### config.mk
export PLATFORM = sky130hd
export DESIGN_NAME = imem_loader_flat
export DESIGN_NICKNAME = d
export VERILOG_FILES = /design/src/rtl/imem_loader_pkg.sv /design/src/rtl/imem_loader_if.sv /design/src/rtl/imem_loader_byte_packer.sv /design/src/rtl/imem_loader.sv /design/src/flat_wrapper.sv
export SDC_FILE = /design/constraint.sdc
export NUM_CORES = 1
export LEC_CHECK = 0
export ABC_CLOCK_PERIOD_IN_PS = 3150
export CORE_UTILIZATION = 55
export CTS_BUF_LIST = sky130_fd_sc_hd__clkbuf_16
export DETAILED_ROUTE_END_ITERATION = 12
export GPL_TIMING_DRIVEN = 0
export PLACE_DENSITY = 0.81
export SYNTH_ARGS = -nofsm -noshare
export SYNTH_HDL_FRONTEND = slang
export SYNTH_SLANG_ARGS = --single-unit
### constraint.sdc
create_clock -name clk -period 3.15 [get_ports clk]
set_input_delay 0.4725 -clock clk [delete_from_list [all_inputs] [get_ports clk]]
set_output_delay 0.4725 -clock clk [all_outputs]
set_load 0.01 [all_outputs]
### src/rtl/imem_loader_pkg.sv
`default_nettype none
// +----------------------------------------------------------------------+
// | imem_loader_pkg : shared types and constants for the IMem boot loader |
// | Rev 1.0                                                              |
// +----------------------------------------------------------------------+
package imem_loader_pkg;

  localparam int WORD_BYTES = 4;
  localparam int BYTE_W     = 8;
  localparam int WORD_W     = WORD_BYTES * BYTE_W;

  typedef enum logic [2:0] {
    IDLE = 3'd0,
    LEN  = 3'd1,
    LOAD = 3'd2,
    CSUM = 3'd3,
    DONE = 3'd4,
    ERR  = 3'd5
  } state_t;

  // States in which the loader is consuming host bytes
  function automatic logic is_active(input state_t s);
    return (s == LEN) || (s == LOAD) || (s == CSUM);
  endfunction

endpackage
`default_nettype wire

### src/rtl/imem_loader_if.sv
`default_nettype none
// +----------------------------------------------------------------------+
// | imem_loader_if : host byte stream plus IMem write port               |
// | Rev 1.0                                                              |
// +----------------------------------------------------------------------+
interface imem_loader_if;
  import imem_loader_pkg::*;

  logic              in_valid;
  logic [BYTE_W-1:0] in_data;
  logic              in_ready;
  logic              mem_we;
  logic [31:0]       mem_addr;
  logic [WORD_W-1:0] mem_wdata;

  modport master (
    output in_valid, in_data,
    input  in_ready, mem_we, mem_addr, mem_wdata
  );

  modport slave (
    input  in_valid, in_data,
    output in_ready, mem_we, mem_addr, mem_wdata
  );
endinterface
`default_nettype wire

### src/rtl/imem_loader_byte_packer.sv
`default_nettype none
// +----------------------------------------------------------------------+
// | imem_loader_byte_packer : packs bytes MSB-first into 32-bit words    |
// | Rev 1.0                                                              |
// +----------------------------------------------------------------------+
module imem_loader_byte_packer
  import imem_loader_pkg::*;
(
  input  logic              clk,
  input  logic              rst_n,
  input  logic              clear,
  input  logic              byte_valid,
  input  logic [BYTE_W-1:0] byte_data,
  output logic [WORD_W-1:0] word,
  output logic              word_valid
);

  logic [1:0]        r_cnt;
  logic [WORD_W-1:0] r_shift;

  // Word and pulse are presented in the same cycle as the completing byte
  assign word       = {r_shift[WORD_W-BYTE_W-1:0], byte_data};
  assign word_valid = byte_valid && (r_cnt == 2'(WORD_BYTES - 1));

  always_ff @(posedge clk or negedge rst_n) begin
    if (!rst_n) begin
      r_cnt   <= 2'd0;
      r_shift <= '0;
    end else if (clear) begin
      r_cnt   <= 2'd0;
      r_shift <= '0;
    end else if (byte_valid) begin
      r_cnt   <= r_cnt + 2'd1;
      r_shift <= word;
    end
  end

endmodule
`default_nettype wire

### src/rtl/imem_loader.sv
`default_nettype none
// +----------------------------------------------------------------------+
// | imem_loader : boot-time IMem writer, holds CPU in reset while loading |
// | Optional macro CHECKSUM_EN adds a trailing 32-bit sum word check.     |
// | Rev 1.0                                                              |
// +----------------------------------------------------------------------+
module imem_loader
  import imem_loader_pkg::*;
#(
  parameter int          ADDR_WIDTH = 8,
  parameter logic [31:0] BASE_ADDR  = 32'h0
) (
  input  logic          clk,
  input  logic          rst_n,
  input  logic          start,
  imem_loader_if.slave  bus,
  output logic          cpu_rst_n,
  output logic          busy,
  output logic          done,
  output logic          err
);

  state_t              r_state;
  state_t              w_state_next;
  logic [ADDR_WIDTH:0] r_idx;
  logic [ADDR_WIDTH:0] r_len;
  logic                r_mem_we;
  logic [31:0]         r_mem_addr;
  logic [WORD_W-1:0]   r_mem_wdata;
`ifdef CHECKSUM_EN
  logic [WORD_W-1:0]   r_sum;
`endif

  logic                w_active;
  logic                w_start_ok;
  logic                w_accept;
  logic [WORD_W-1:0]   w_word;
  logic                w_word_valid;
  logic                w_len_bad;
  logic                w_last;

  assign w_active   = is_active(r_state);
  assign w_start_ok = start && !w_active;
  assign w_accept   = bus.in_valid && w_active;

  // Length must be 1 .. 2**ADDR_WIDTH words
  assign w_len_bad = (w_word == '0) || ({1'b0, w_word} > (33'd1 << ADDR_WIDTH));
  assign w_last    = ((r_idx + (ADDR_WIDTH+1)'(1)) == r_len);

  assign bus.in_ready  = w_active;
  assign busy          = w_active;
  assign bus.mem_we    = r_mem_we;
  assign bus.mem_addr  = r_mem_addr;
  assign bus.mem_wdata = r_mem_wdata;

  imem_loader_byte_packer u_packer (
    .clk        (clk),
    .rst_n      (rst_n),
    .clear      (w_start_ok),
    .byte_valid (w_accept),
    .byte_data  (bus.in_data),
    .word       (w_word),
    .word_valid (w_word_valid)
  );

  always_ff @(posedge clk or negedge rst_n) begin
    if (!rst_n) r_state <= IDLE;
    else        r_state <= w_state_next;
  end

  always_comb begin
    w_state_next = r_state;
    case (r_state)
      IDLE, DONE, ERR: if (start) w_state_next = LEN;
      LEN:             if (w_word_valid) w_state_next = w_len_bad ? ERR : LOAD;
      LOAD: begin
        if (w_word_valid && w_last) begin
`ifdef CHECKSUM_EN
          w_state_next = CSUM;
`else
          w_state_next = DONE;
`endif
        end
      end
`ifdef CHECKSUM_EN
      CSUM:            if (w_word_valid) w_state_next = (w_word == r_sum) ? DONE : ERR;
`endif
      default:         w_state_next = IDLE;
    endcase
  end

  // Status outputs follow the state register by one cycle
  always_ff @(posedge clk or negedge rst_n) begin
    if (!rst_n) begin
      r_idx       <= '0;
      r_len       <= '0;
      r_mem_we    <= 1'b0;
      r_mem_addr  <= '0;
      r_mem_wdata <= '0;
      done        <= 1'b0;
      err         <= 1'b0;
      cpu_rst_n   <= 1'b0;
`ifdef CHECKSUM_EN
      r_sum       <= '0;
`endif
    end else begin
      r_mem_we  <= 1'b0;
      done      <= (r_state == DONE) && !w_start_ok;
      cpu_rst_n <= (r_state == DONE) && !w_start_ok;
      err       <= (r_state == ERR)  && !w_start_ok;
      if (w_start_ok) begin
        r_idx <= '0;
        r_len <= '0;
`ifdef CHECKSUM_EN
        r_sum <= '0;
`endif
      end
      if (r_state == LEN && w_word_valid && !w_len_bad) begin
        r_len <= w_word[ADDR_WIDTH:0];
        r_idx <= '0;
      end
      if (r_state == LOAD && w_word_valid) begin
        r_mem_we    <= 1'b1;
        r_mem_addr  <= BASE_ADDR + 32'({r_idx, 2'b00});
        r_mem_wdata <= w_word;
        r_idx       <= r_idx + (ADDR_WIDTH+1)'(1);
`ifdef CHECKSUM_EN
        r_sum       <= r_sum + w_word;
`endif
      end
    end
  end

endmodule
`default_nettype wire

### src/flat_wrapper.sv
// flat-port wrapper written by rule: the top's interface ports become plain ports
module imem_loader_flat import imem_loader_pkg::*;
#(
  parameter int          ADDR_WIDTH = 8,
  parameter logic [31:0] BASE_ADDR  = 32'h0
)
  (clk, rst_n, start, cpu_rst_n, busy, done, err, bus_in_valid, bus_in_data, bus_in_ready, bus_mem_we, bus_mem_addr, bus_mem_wdata);
  imem_loader_if bus_i ();
  input  logic clk;
  input  logic rst_n;
  input  logic start;
  output logic cpu_rst_n;
  output logic busy;
  output logic done;
  output logic err;
  input wire logic [$bits(bus_i.in_valid)-1:0] bus_in_valid;
  input wire logic [$bits(bus_i.in_data)-1:0] bus_in_data;
  output wire logic [$bits(bus_i.in_ready)-1:0] bus_in_ready;
  output wire logic [$bits(bus_i.mem_we)-1:0] bus_mem_we;
  output wire logic [$bits(bus_i.mem_addr)-1:0] bus_mem_addr;
  output wire logic [$bits(bus_i.mem_wdata)-1:0] bus_mem_wdata;
  assign bus_i.in_valid = bus_in_valid;
  assign bus_i.in_data = bus_in_data;
  assign bus_in_ready = bus_i.in_ready;
  assign bus_mem_we = bus_i.mem_we;
  assign bus_mem_addr = bus_i.mem_addr;
  assign bus_mem_wdata = bus_i.mem_wdata;
  imem_loader #(.ADDR_WIDTH(ADDR_WIDTH), .BASE_ADDR(BASE_ADDR)) u_core (.clk(clk), .rst_n(rst_n), .start(start), .bus(bus_i), .cpu_rst_n(cpu_rst_n), .busy(busy), .done(done), .err(err));
endmodule
==> results_dict.tcl <==
set metrics [dict create \
    htreeDepth 3 \
    synthFlopType "dfrtp_1" \
    min_period_ps 2510 \
    design.die.area_sq_um 7800 \
    final_common_cell "nand2_1" \
    port-buffer-count 58 \
    hold_viol 0 \
    grt_usage_pct 26.2 \
    yosysSeqAreaShare_pct 55.6 \
    cts-buffers-inserted 9 \
    yosysTopAreaCell "dfrtp_1" \
    r2r_slack_ps 710 \
    busiest_layer "met2" \
    grt_max_degree 64 \
    dieWidth_um 88.3 \
    core-area_sq_um 7210 \
    cts_root_buffer "clkbuf_16" \
    rows 31 \
    cap_violations 0 \
    ctsHoldBuffers 0 \
    die_h_um 88.3 \
    clock-sinks 91 \
    met1_usage_pct 35.8 \
    ys_top_cells_by_area "dfrtp_1 56%, nand2_1 13%, a22o_1 5.1%, buf_4 4.9%, nand3_1 2.7%" \
    area_growth_syn_to_layout_pct 26.7 \
    vias 3435 \
    grt_util_met3_pct 5.41 \
    drv_slew 0 \
    initial_core_util_pct 56.8 \
    fin_nets 537 \
    antenna_found_initial 0 \
    drt_iter0_markers 358 \
    drt_first_pass_iters 5 \
    syn-cell-area_sq_um 4100 \
    end_kind "flip-flop" \
    cts.clk_slew.worst_paths_ps 70 \
    critPathKind "input port to flip-flop" \
    drive_gt1_share_pct 11.4 \
    diodes 0 \
    met2_usage_pct 42.2 \
    ir_worst_vdd_mv 0.394 \
    pwr-share-seq_pct 49.9 \
    grt_pass1_vias 3114 \
    netlist.area_leader.share_pct 55.6 \
    clock_latency_ps 340 \
    reg2reg_to "u_core.r_state[2]" \
    critPathLaunchType "input port" \
    relSlewSlack_pct 66.0 \
    synth-async-reset-ratio_pct 100 \
    regToRegStartpoint "u_core.r_idx[0]" \
    clock_skew_ps 6.79 \
    cts_setup_buffers 0 \
    p_int_mw 2.13 \
    comb_power_share_pct 16.6 \
    synth_cells 431 \
    rsz0062_at_grt "no" \
    cts_tree "done" \
    synth_seq_cells 91 \
    clkPwrFrac_pct 33.5 \
    power_density_nw_per_um2 587 \
    drt-total-wl_um 9310 \
    setup_violations 0 \
    post-dp-hpwl_um 6430 \
    postCtsResizedCells 0 \
    worst_pin_slew_ps 510 \
    synth_cell_types 45 \
    gp_congestion 0.899 \
    final_util_pct 71.9 \
    placed_cell_area_sq_um 4910 \
    switchingPower_mw 0.915 \
    grt.overflow.total 0 \
    cts_buffer_depth 2 \
    syn_area_per_cell_sq_um 9.50 \
    synth_edf_count 0 \
    rr_worst_depth 8 \
    worstPathMaxFanout 7 \
    arrival_ps 2710 \
    drc 0 \
    max_freq_ghz 0.399 \
    wl_per_cell_um 14.9 \
    ios 82 \
    grt_pass1_wl_um 15400 \
    hold_path_class "input port to asynchronous set/reset pin" \
    ys.warnings.count 0 \
    finalSetupTns_ps 0 \
    min_period_over_period_pct 79.6 \
    leakagePower_nw 2.58 \
    final_antenna_net_count 0 \
    worstPathRequired_ps 3350 \
    status "complete, no violations" \
    p_total_mw 3.05 \
    switching_share_pct 30.0 \
    fin_area_sq_um 5190 \
    via_per_inst 5.48 \
    layout_common_cells "143 x nand2_1, 91 x dfrtp_1, 57 x clkdlybuf4s50_1" \
]
-- per-layer routing --
layer / vias up / routed length, um
met3: 15 / 590
met4: 0 / 134
met2: 143 / 4410
li1: 1602 / -
met1: 1675 / 4180
met5: - / 0
-- cell usage after synthesis (2+ instances only) --
| library cell | count |
|---|---|
| ha_1 | 2 |
| nor4_1 | 9 |
| clkbuf_1 | 12 |
| buf_2 | 7 |
| or3_1 | 3 |
| xor2_1 | 5 |
| nor2_1 | 16 |
| nor2b_1 | 3 |
| mux2i_1 | 2 |
| xnor2_1 | 5 |
| a31oi_1 | 5 |
| nand3_1 | 22 |
| nand4_1 | 5 |
| and2_1 | 2 |
| nand2_1 | 143 |
| buf_4 | 27 |
| o21ai_0 | 9 |
| nor3_1 | 7 |
| a22o_1 | 24 |
| dfrtp_1 | 91 |
| a21oi_1 | 7 |
| buf_1 | 2 |
-- worst max path at each step --
stage	end	from	cells after the start	slack (ps)
2_1_floorplan	u_core.r_state[1]	u_core.r_idx[0]	8	1120
3_3_place_gp	u_core.r_state[0]	rst_n	1	-1510
3_5_place_dp	u_core.r_idx[3]	bus_in_data[4]	7	400
4_1_cts	u_core.r_idx[3]	bus_in_data[4]	7	680
5_1_grt	u_core.r_idx[8]	bus_in_data[4]	7	530
6_report	u_core.r_idx[3]	bus_in_data[4]	7	640
-- flip-flops by register name (all words and copies together) (netlist names) --
signal and cells:
u_core.bus.mem_addr 9, u_core.bus.mem_wdata 32, u_core.bus.mem_we 1, u_core.cpu_rst_n 1, u_core.err 1, u_core.r_idx 9
u_core.r_len 9, u_core.r_state 3, u_core.u_packer.r_cnt 2, u_core.u_packer.r_shift 24
-- through the flow --
step / worst slack [ps] / std cells / hold slack (ps)
2_1_floorplan: 1120 / 453 / 177
4_1_cts: 681 / 627 / 54.4
3_3_place_gp: -1510 / 610 / 458
3_5_place_dp: 396 / 611 / 418
5_1_grt: 525 / 627 / 74.0
6_report: 643 / 627 / 50.0
-- power by group through the flow --
stage               clock [mW]  combinational [mW]  sequential, mW
floorplan                    0               0.339            1.47
global placement             0               0.470            1.53
detailed placement           0               0.492            1.53
CTS                       1.03               0.502            1.51
global route              1.08               0.553            1.54
finish                    1.02               0.505            1.52
-- cell type report --
class	instances	area (sq um)
buffer	49	302
clock buffer	9	225
clock inverter	7	57.6
fill	553	2020
inverter	2	7.51
multi-input combinational	311	1590
sequential	91	2280
tap	99	124
timing repair buffer	59	606
-- logic make-up (layout without fill, tap and decap cells) --
logic type / Yosys count / count (layout) / share of synthesized area [%]
flip-flops: 91 / 91 / 55.6
AO/OA/AOI/OAI: 56 / 56 / 10.2
other: 1 / 23 / 0.0916
buffers and inverters: 51 / 126 / 7.55
XOR/XNOR: 10 / 10 / 2.14
AND/OR/NAND/NOR: 217 / 217 / 23.0
adder cells (fa/ha/maj): 2 / 2 / 0.611
multiplexers: 3 / 3 / 0.764
-- critical path: stages --
cell             delay [ps]
clkdlybuf4s50_1         540
nor4_1                  430
a21boi_1                130
nor4b_2                 420
nand2_1                 230
nand3_1                 340
a31oi_1                 140
Note: power is estimated with default switching activity, not from simulation.
